**src/rtl/remote_comm.sv**
```systemverilog
// Remote command link: serializes a 16-bit command as two 8N1 bytes on TX
// (high byte first, back to back) and independently receives 8N1 response
// bytes on RX.
//
// TX FSM
//   state | meaning
//   IDLE  | line idle high, waiting for send_cmd
//   HIGH  | serializing cmd_hold[15:8]
//   LOW   | serializing cmd_hold[7:0]
//
// RX FSM
//   state   | meaning
//   R_IDLE  | waiting for a falling edge on the synchronized line
//   R_START | counting to mid start bit, rejects glitches
//   R_DATA  | sampling 8 data bits, LSB first
//   R_STOP  | sampling stop bit, loads resp when framed correctly
module remote_comm #(
    parameter int unsigned BAUD_DIV = 2604
) (
    input  logic        clk,
    input  logic        rst_n,
    input  logic        send_cmd,
    input  logic [15:0] cmd,
    input  logic        clr_resp_rdy,
    input  logic        RX,
    output logic        TX,
    output logic        busy,
    output logic        cmd_sent,
    output logic [7:0]  resp,
    output logic        resp_rdy
);

    localparam logic [15:0] BAUD_LAST = 16'(BAUD_DIV - 1);
    localparam logic [15:0] HALF_LAST = 16'(BAUD_DIV / 2 - 1);

    typedef enum logic [1:0] {IDLE, HIGH, LOW} tx_state_t;
    typedef enum logic [1:0] {R_IDLE, R_START, R_DATA, R_STOP} rx_state_t;

    tx_state_t   tx_state;
    logic [15:0] cmd_hold;
    logic [15:0] tx_baud;
    logic [3:0]  tx_bit;

    rx_state_t   rx_state;
    logic [1:0]  rx_sync;
    logic        rx_prev;
    logic        rx_s;
    logic [15:0] rx_baud;
    logic [3:0]  rx_bit;
    logic [7:0]  rx_shift;
    logic        rx_set;
    logic        accept;

    assign rx_s   = rx_sync[1];
    assign accept = (tx_state == IDLE) && send_cmd;
    assign rx_set = (rx_state == R_STOP) && (rx_baud == 16'd0) && rx_s;

    // TX FSM: bit index 0 is the start bit, 1..8 data, 9 stop; TX is
    // registered and loaded with the value of the bit being entered.
    always_ff @(posedge clk or negedge rst_n) begin
        if (!rst_n) begin
            tx_state <= IDLE;
            cmd_hold <= '0;
            tx_baud  <= '0;
            tx_bit   <= '0;
            TX       <= 1'b1;
            busy     <= 1'b0;
            cmd_sent <= 1'b0;
        end else begin
            case (tx_state)
                IDLE: begin
                    if (send_cmd) begin
                        cmd_hold <= cmd;
                        tx_baud  <= BAUD_LAST;
                        tx_bit   <= '0;
                        TX       <= 1'b0;
                        busy     <= 1'b1;
                        cmd_sent <= 1'b0;
                        tx_state <= HIGH;
                    end
                end
                HIGH, LOW: begin
                    if (tx_baud != 16'd0) begin
                        tx_baud <= tx_baud - 16'd1;
                    end else if (tx_bit == 4'd9) begin
                        tx_bit <= '0;
                        if (tx_state == HIGH) begin
                            tx_baud  <= BAUD_LAST;
                            TX       <= 1'b0;
                            tx_state <= LOW;
                        end else begin
                            TX       <= 1'b1;
                            busy     <= 1'b0;
                            cmd_sent <= 1'b1;
                            tx_state <= IDLE;
                        end
                    end else begin
                        tx_baud <= BAUD_LAST;
                        tx_bit  <= tx_bit + 4'd1;
                        if (tx_bit == 4'd8)
                            TX <= 1'b1;
                        else
                            TX <= cmd_hold[{tx_state == HIGH, tx_bit[2:0]}];
                    end
                end
                default: tx_state <= IDLE;
            endcase
        end
    end

    // Two-flop synchronizer plus one delayed copy for falling-edge detection.
    always_ff @(posedge clk or negedge rst_n) begin
        if (!rst_n) begin
            rx_sync <= 2'b11;
            rx_prev <= 1'b1;
        end else begin
            rx_sync <= {rx_sync[0], RX};
            rx_prev <= rx_sync[1];
        end
    end

    // RX FSM: samples mid-bit, counting from the detected falling edge.
    always_ff @(posedge clk or negedge rst_n) begin
        if (!rst_n) begin
            rx_state <= R_IDLE;
            rx_baud  <= '0;
            rx_bit   <= '0;
            rx_shift <= '0;
            resp     <= '0;
        end else begin
            case (rx_state)
                R_IDLE: begin
                    if (rx_prev && !rx_s) begin
                        rx_baud  <= HALF_LAST;
                        rx_state <= R_START;
                    end
                end
                R_START: begin
                    if (rx_baud != 16'd0) begin
                        rx_baud <= rx_baud - 16'd1;
                    end else if (rx_s) begin
                        rx_state <= R_IDLE;
                    end else begin
                        rx_baud  <= BAUD_LAST;
                        rx_bit   <= '0;
                        rx_state <= R_DATA;
                    end
                end
                R_DATA: begin
                    if (rx_baud != 16'd0) begin
                        rx_baud <= rx_baud - 16'd1;
                    end else begin
                        rx_shift <= {rx_s, rx_shift[7:1]};
                        rx_baud  <= BAUD_LAST;
                        if (rx_bit == 4'd7) begin
                            rx_bit   <= '0;
                            rx_state <= R_STOP;
                        end else begin
                            rx_bit <= rx_bit + 4'd1;
                        end
                    end
                end
                R_STOP: begin
                    if (rx_baud != 16'd0) begin
                        rx_baud <= rx_baud - 16'd1;
                    end else begin
                        if (rx_s)
                            resp <= rx_shift;
                        rx_state <= R_IDLE;
                    end
                end
                default: rx_state <= R_IDLE;
            endcase
        end
    end

    // Response flag: a received byte sets it and wins over any clear.
    always_ff @(posedge clk or negedge rst_n) begin
        if (!rst_n)
            resp_rdy <= 1'b0;
        else if (rx_set)
            resp_rdy <= 1'b1;
        else if (clr_resp_rdy || accept)
            resp_rdy <= 1'b0;
    end

endmodule
```
**config.mk**
```make
export PLATFORM = sky130hd
export DESIGN_NAME = remote_comm
export DESIGN_NICKNAME = d
export VERILOG_FILES = /design/src/rtl/remote_comm.sv
export SDC_FILE = /design/constraint.sdc
export NUM_CORES = 1
export LEC_CHECK = 0
export CAP_MARGIN = 20
export CORE_MARGIN = 2
export CORE_UTILIZATION = 53
export CTS_BUF_LIST = sky130_fd_sc_hd__clkbuf_16
export CTS_CLUSTER_SIZE = 40
export DETAILED_ROUTE_END_ITERATION = 16
export PLACE_DENSITY = 0.8
export SLEW_MARGIN = 0
export SYNTH_ARGS = -nofsm -noshare
export SYNTH_HDL_FRONTEND = slang
export SYNTH_SLANG_ARGS = --single-unit
```
**constraint.sdc**
```tcl
create_clock -name clk -period 2.3 [get_ports clk]
set_clock_uncertainty 0.15 [all_clocks]
set_input_delay 0.575 -clock clk [delete_from_list [all_inputs] [get_ports clk]]
set_output_delay 0.575 -clock clk [all_outputs]
set_load 0.005 [all_outputs]
```
==> out/summary.json <==
{
  "cts-htree-levels": {"value": 3},
  "number_of_clock_sinks": {"value": 83},
  "ff2ff_setup_slack": {"value": -0.003, "unit": "ns"},
  "syn_area_per_cell": {"value": 10.5, "unit": "µm²"},
  "drt-initial-drc-count": {"value": 178},
  "dp.final_hpwl": {"value": 7170, "unit": "µm"},
  "vdd.ir_drop.worst": {"value": 0.781, "unit": "mV"},
  "share_of_async_settable_or_async_resettable_flops_after_synthesis": {"value": 100, "unit": "%"},
  "worst-endpoint-arrival": {"value": 2.43, "unit": "ns"},
  "clk-insertion-delay-late": {"value": 0.33, "unit": "ns"},
  "final_core_utilization": {"value": 68.5, "unit": "%"},
  "global_route.usage.met1": {"value": 31.5, "unit": "%"},
  "critPathKind": {"value": "reg -> reg"},
  "synth_seq_area_share": {"value": 47.6, "unit": "%"},
  "wire_length_of_the_first_global_routing_pass": {"value": 17900, "unit": "µm"},
  "critPathMaxFanout": {"value": 3},
  "ys_ff_latch": {"value": 83},
  "tightestPinTransition": {"value": 0.470, "unit": "ns"},
  "dpl.cell_count": {"value": 587},
  "period_minus_slack": {"value": 2.30, "unit": "ns"},
  "ys_types": {"value": 52},
  "fillers": {"value": 596},
  "dieHeight": {"value": 94.9, "unit": "µm"},
  "grt_antenna_before_repair": {"value": 0},
  "violations": {"value": "negative setup slack"},
  "floorplan.initialDensity": {"value": 54.1, "unit": "%"},
  "tritoncts_clock_tree": {"value": "done"},
  "period_share": {"value": 100, "unit": "%"},
  "gr_util_met3": {"value": 5.43, "unit": "%"},
  "grt_max_degree": {"value": 37},
  "ant_nets": {"value": 0},
  "rsz0062_at_grt": {"value": "yes"},
  "critPathLaunch": {"value": "tx_baud[6]"},
  "rows": {"value": 33},
  "remaining_drc_errors": {"value": 0},
  "layoutNonFillerInstCount": {"value": 608},
  "overall_power_of_the_completed_layout": {"value": 6590, "unit": "µW"},
  "postSynthNetCount": {"value": 457},
  "vias": {"value": 3689},
  "layout_commonest_cell": {"value": "sky130_fd_sc_hd__dfrtp_1"},
  "reg2reg_to": {"value": "tx_baud[15]"},
  "ff2ff_path_depth": {"value": 5},
  "floorplan.core_area": {"value": 0.00809, "unit": "mm²"},
  "buffer_ports.inserted": {"value": 32},
  "holdCritPathClass": {"value": "in -> async"},
  "route.final.wire_length": {"value": 10600, "unit": "µm"},
  "footprint_of_the_multi_input_gates": {"value": 0.00221, "unit": "mm²"},
  "areaGrowthSynthToFinish": {"value": 26.7, "unit": "%"},
  "dr.pass1.iters": {"value": 5},
  "netlist_area": {"value": 0.00438, "unit": "mm²"},
  "critPathCaptureType": {"value": "register"},
  "cts_inserted_buffers": {"value": 9},
  "layout.cells.most_common_list": {"value": "sky130_fd_sc_hd__dfrtp_1 (79), sky130_fd_sc_hd__buf_4 (48), sky130_fd_sc_hd__mux2_2 (34), sky130_fd_sc_hd__clkdlybuf4s50_1 (31), sky130_fd_sc_hd__o21ai_0 (29)"},
  "die_x": {"value": 94.9, "unit": "µm"},
  "die_area": {"value": 0.00900, "unit": "mm²"},
  "register_area": {"value": 0.00208, "unit": "mm²"},
  "cts-hold-fix-buffers": {"value": 0},
  "worst_r2r_startpoint": {"value": "tx_baud[6]"},
  "leakagePower": {"value": 0.00248, "unit": "µW"},
  "cts_root_buf": {"value": "sky130_fd_sc_hd__clkbuf_16"},
  "design.final.nets": {"value": 537},
  "max-slew-margin-rel": {"value": 68.3, "unit": "%"},
  "maxCapViolations": {"value": 0},
  "power_density": {"value": 1190, "unit": "mW/mm²"},
  "grt_usage": {"value": 25.6, "unit": "%"},
  "setup_violations": {"value": 1},
  "gp_congestion": {"value": 0.912},
  "route.detailed.vias_per_inst": {"value": 6.07},
  "drt-wirelength-per-cell": {"value": 17.5, "unit": "µm"},
  "grtUsageMet2": {"value": 44.8, "unit": "%"},
  "diodes": {"value": 0},
  "run_status": {"value": "complete, but fails checks"},
  "timing.final.hold_violations": {"value": 0},
  "synthFlopType": {"value": "sky130_fd_sc_hd__dfrtp_1"},
  "synthesis.instances": {"value": 418},
  "io_pins": {"value": 33},
  "max_freq": {"value": 0.434, "unit": "GHz"},
  "busiest_layer": {"value": "met2"},
  "synth_enable_flop_cells": {"value": 0},
  "clockBufferDepth": {"value": 2},
  "final_global_route_overflow_total": {"value": 0},
  "number_of_global_route_vias_before_repair": {"value": 3780},
  "worstPathRequired": {"value": 2.42, "unit": "ns"},
  "maxSlewViolCount": {"value": 0},
  "post-route-worst-setup-slack": {"value": -0.00325, "unit": "ns"},
  "clk_pin_slew_worst_paths": {"value": 0.07, "unit": "ns"},
  "layout-drive-gt1-share": {"value": 25.8, "unit": "%"},
  "final.hold.worst_slack": {"value": 0.0189, "unit": "ns"},
  "ys_warn_count": {"value": 0},
  "cp-start-kind": {"value": "register"}
}
[final cells by class]
class	count	share of cell area, %
sequential	83	37.6
clock buffer	9	4.06
inverter	18	1.22
multi-input combinational	301	39.9
clock inverter	7	1.22
timing repair buffer	85	13.7
tap	105	2.37
[logic make-up after synthesis]
group / synth area share, %
mux: 10.8
simple gates: 16.3
compound gates: 16.8
fa+ha+maj: 5.15
buf+inv: 3.40
flops: 47.6
[worst max path at each step]
stage / end / slack, ns / cells after the start
finish: tx_baud[15] / -0.003 / 5
global route: tx_baud[15] / -0.07 / 5
CTS: tx_baud[10] / -0.01 / 7
detailed placement: tx_baud[9] / -0.13 / 7
global placement: tx_baud[9] / -0.07 / 7
floorplan: TX / 0.09 / 6
[cells in the mapped netlist, types with 5 or more instances]
library cell / number / area, µm²
sky130_fd_sc_hd__ha_1: 18 / 225
sky130_fd_sc_hd__clkbuf_1: 8 / 30.0
sky130_fd_sc_hd__nor2_1: 20 / 75.1
sky130_fd_sc_hd__inv_1: 18 / 67.6
sky130_fd_sc_hd__o31ai_1: 10 / 75.1
sky130_fd_sc_hd__nand2_1: 24 / 90.1
sky130_fd_sc_hd__nor4_1: 9 / 56.3
sky130_fd_sc_hd__or3_1: 7 / 43.8
sky130_fd_sc_hd__a31oi_1: 12 / 75.1
sky130_fd_sc_hd__nand3_1: 13 / 65.1
sky130_fd_sc_hd__nand2b_1: 6 / 37.5
sky130_fd_sc_hd__o21ai_0: 37 / 185
sky130_fd_sc_hd__nor3_1: 11 / 55.1
sky130_fd_sc_hd__nor2b_1: 10 / 62.6
sky130_fd_sc_hd__a21oi_1: 22 / 110
sky130_fd_sc_hd__buf_2: 5 / 25.0
sky130_fd_sc_hd__mux2_2: 34 / 383
sky130_fd_sc_hd__dfrtp_1: 79 / 1980
[repair_timing]
action | 4_1_cts | 5_1_grt
pin swaps | 3 | 6
gates cloned | 1 | 0
resized for setup | 7 | 24
setup buffers | 2 | 2
endpoints found under the setup margin | 15 | 45
[sequential cells by signal, indices dropped and copies added (netlist names), named ones only]
| name | flops |
|---|---|
| rx_state | 1 |
| rx_baud | 16 |
| tx_baud | 16 |
| rx_shift | 8 |
| resp | 8 |
| tx_state | 2 |
| rx_bit | 4 |
| tx_bit | 4 |
| rx_prev | 1 |
| cmd_hold | 16 |
| busy | 1 |
| cmd_sent | 1 |
| resp_rdy | 1 |
| TX | 1 |
| rx_sync | 2 |
[routing by layer]
layer / part of all wire (%) / wire length, µm
met5: 0 / 0
met1: 41 / 4320
met2: 52 / 5510
met4: 2.0 / 218
met3: 5.5 / 583
[worst max-delay path, stage by stage (launching register included)]
cell,delay [ns]
sky130_fd_sc_hd__dfrtp_1,0.38
sky130_fd_sc_hd__or4_4,0.59
sky130_fd_sc_hd__buf_6,0.14
sky130_fd_sc_hd__or4bb_1,0.50
sky130_fd_sc_hd__or4_1,0.41
sky130_fd_sc_hd__nand2_1,0.07
[where the power goes]
part           leakage (µW)  total, µW  switching (µW)  internal, µW
Clock              0.000145       1430             592           837
Combinational       0.00128       3100            1640          1460
Sequential          0.00106       2060             262          1790
Total               0.00248       6590            2500          4090
[stage by stage]
stage / area (µm²) / worst slack, ns / TNS (ns)
floorplan: 4380 / 0.0921 / 0
global placement: 5130 / -0.0673 / -0.103
detailed placement: 5130 / -0.132 / -0.485
CTS: 5470 / -0.0101 / -0.0132
global route: 5540 / -0.0741 / -0.0805
finish: 5540 / -0.00325 / -0.00325
Power figures use the tool's default switching activity.
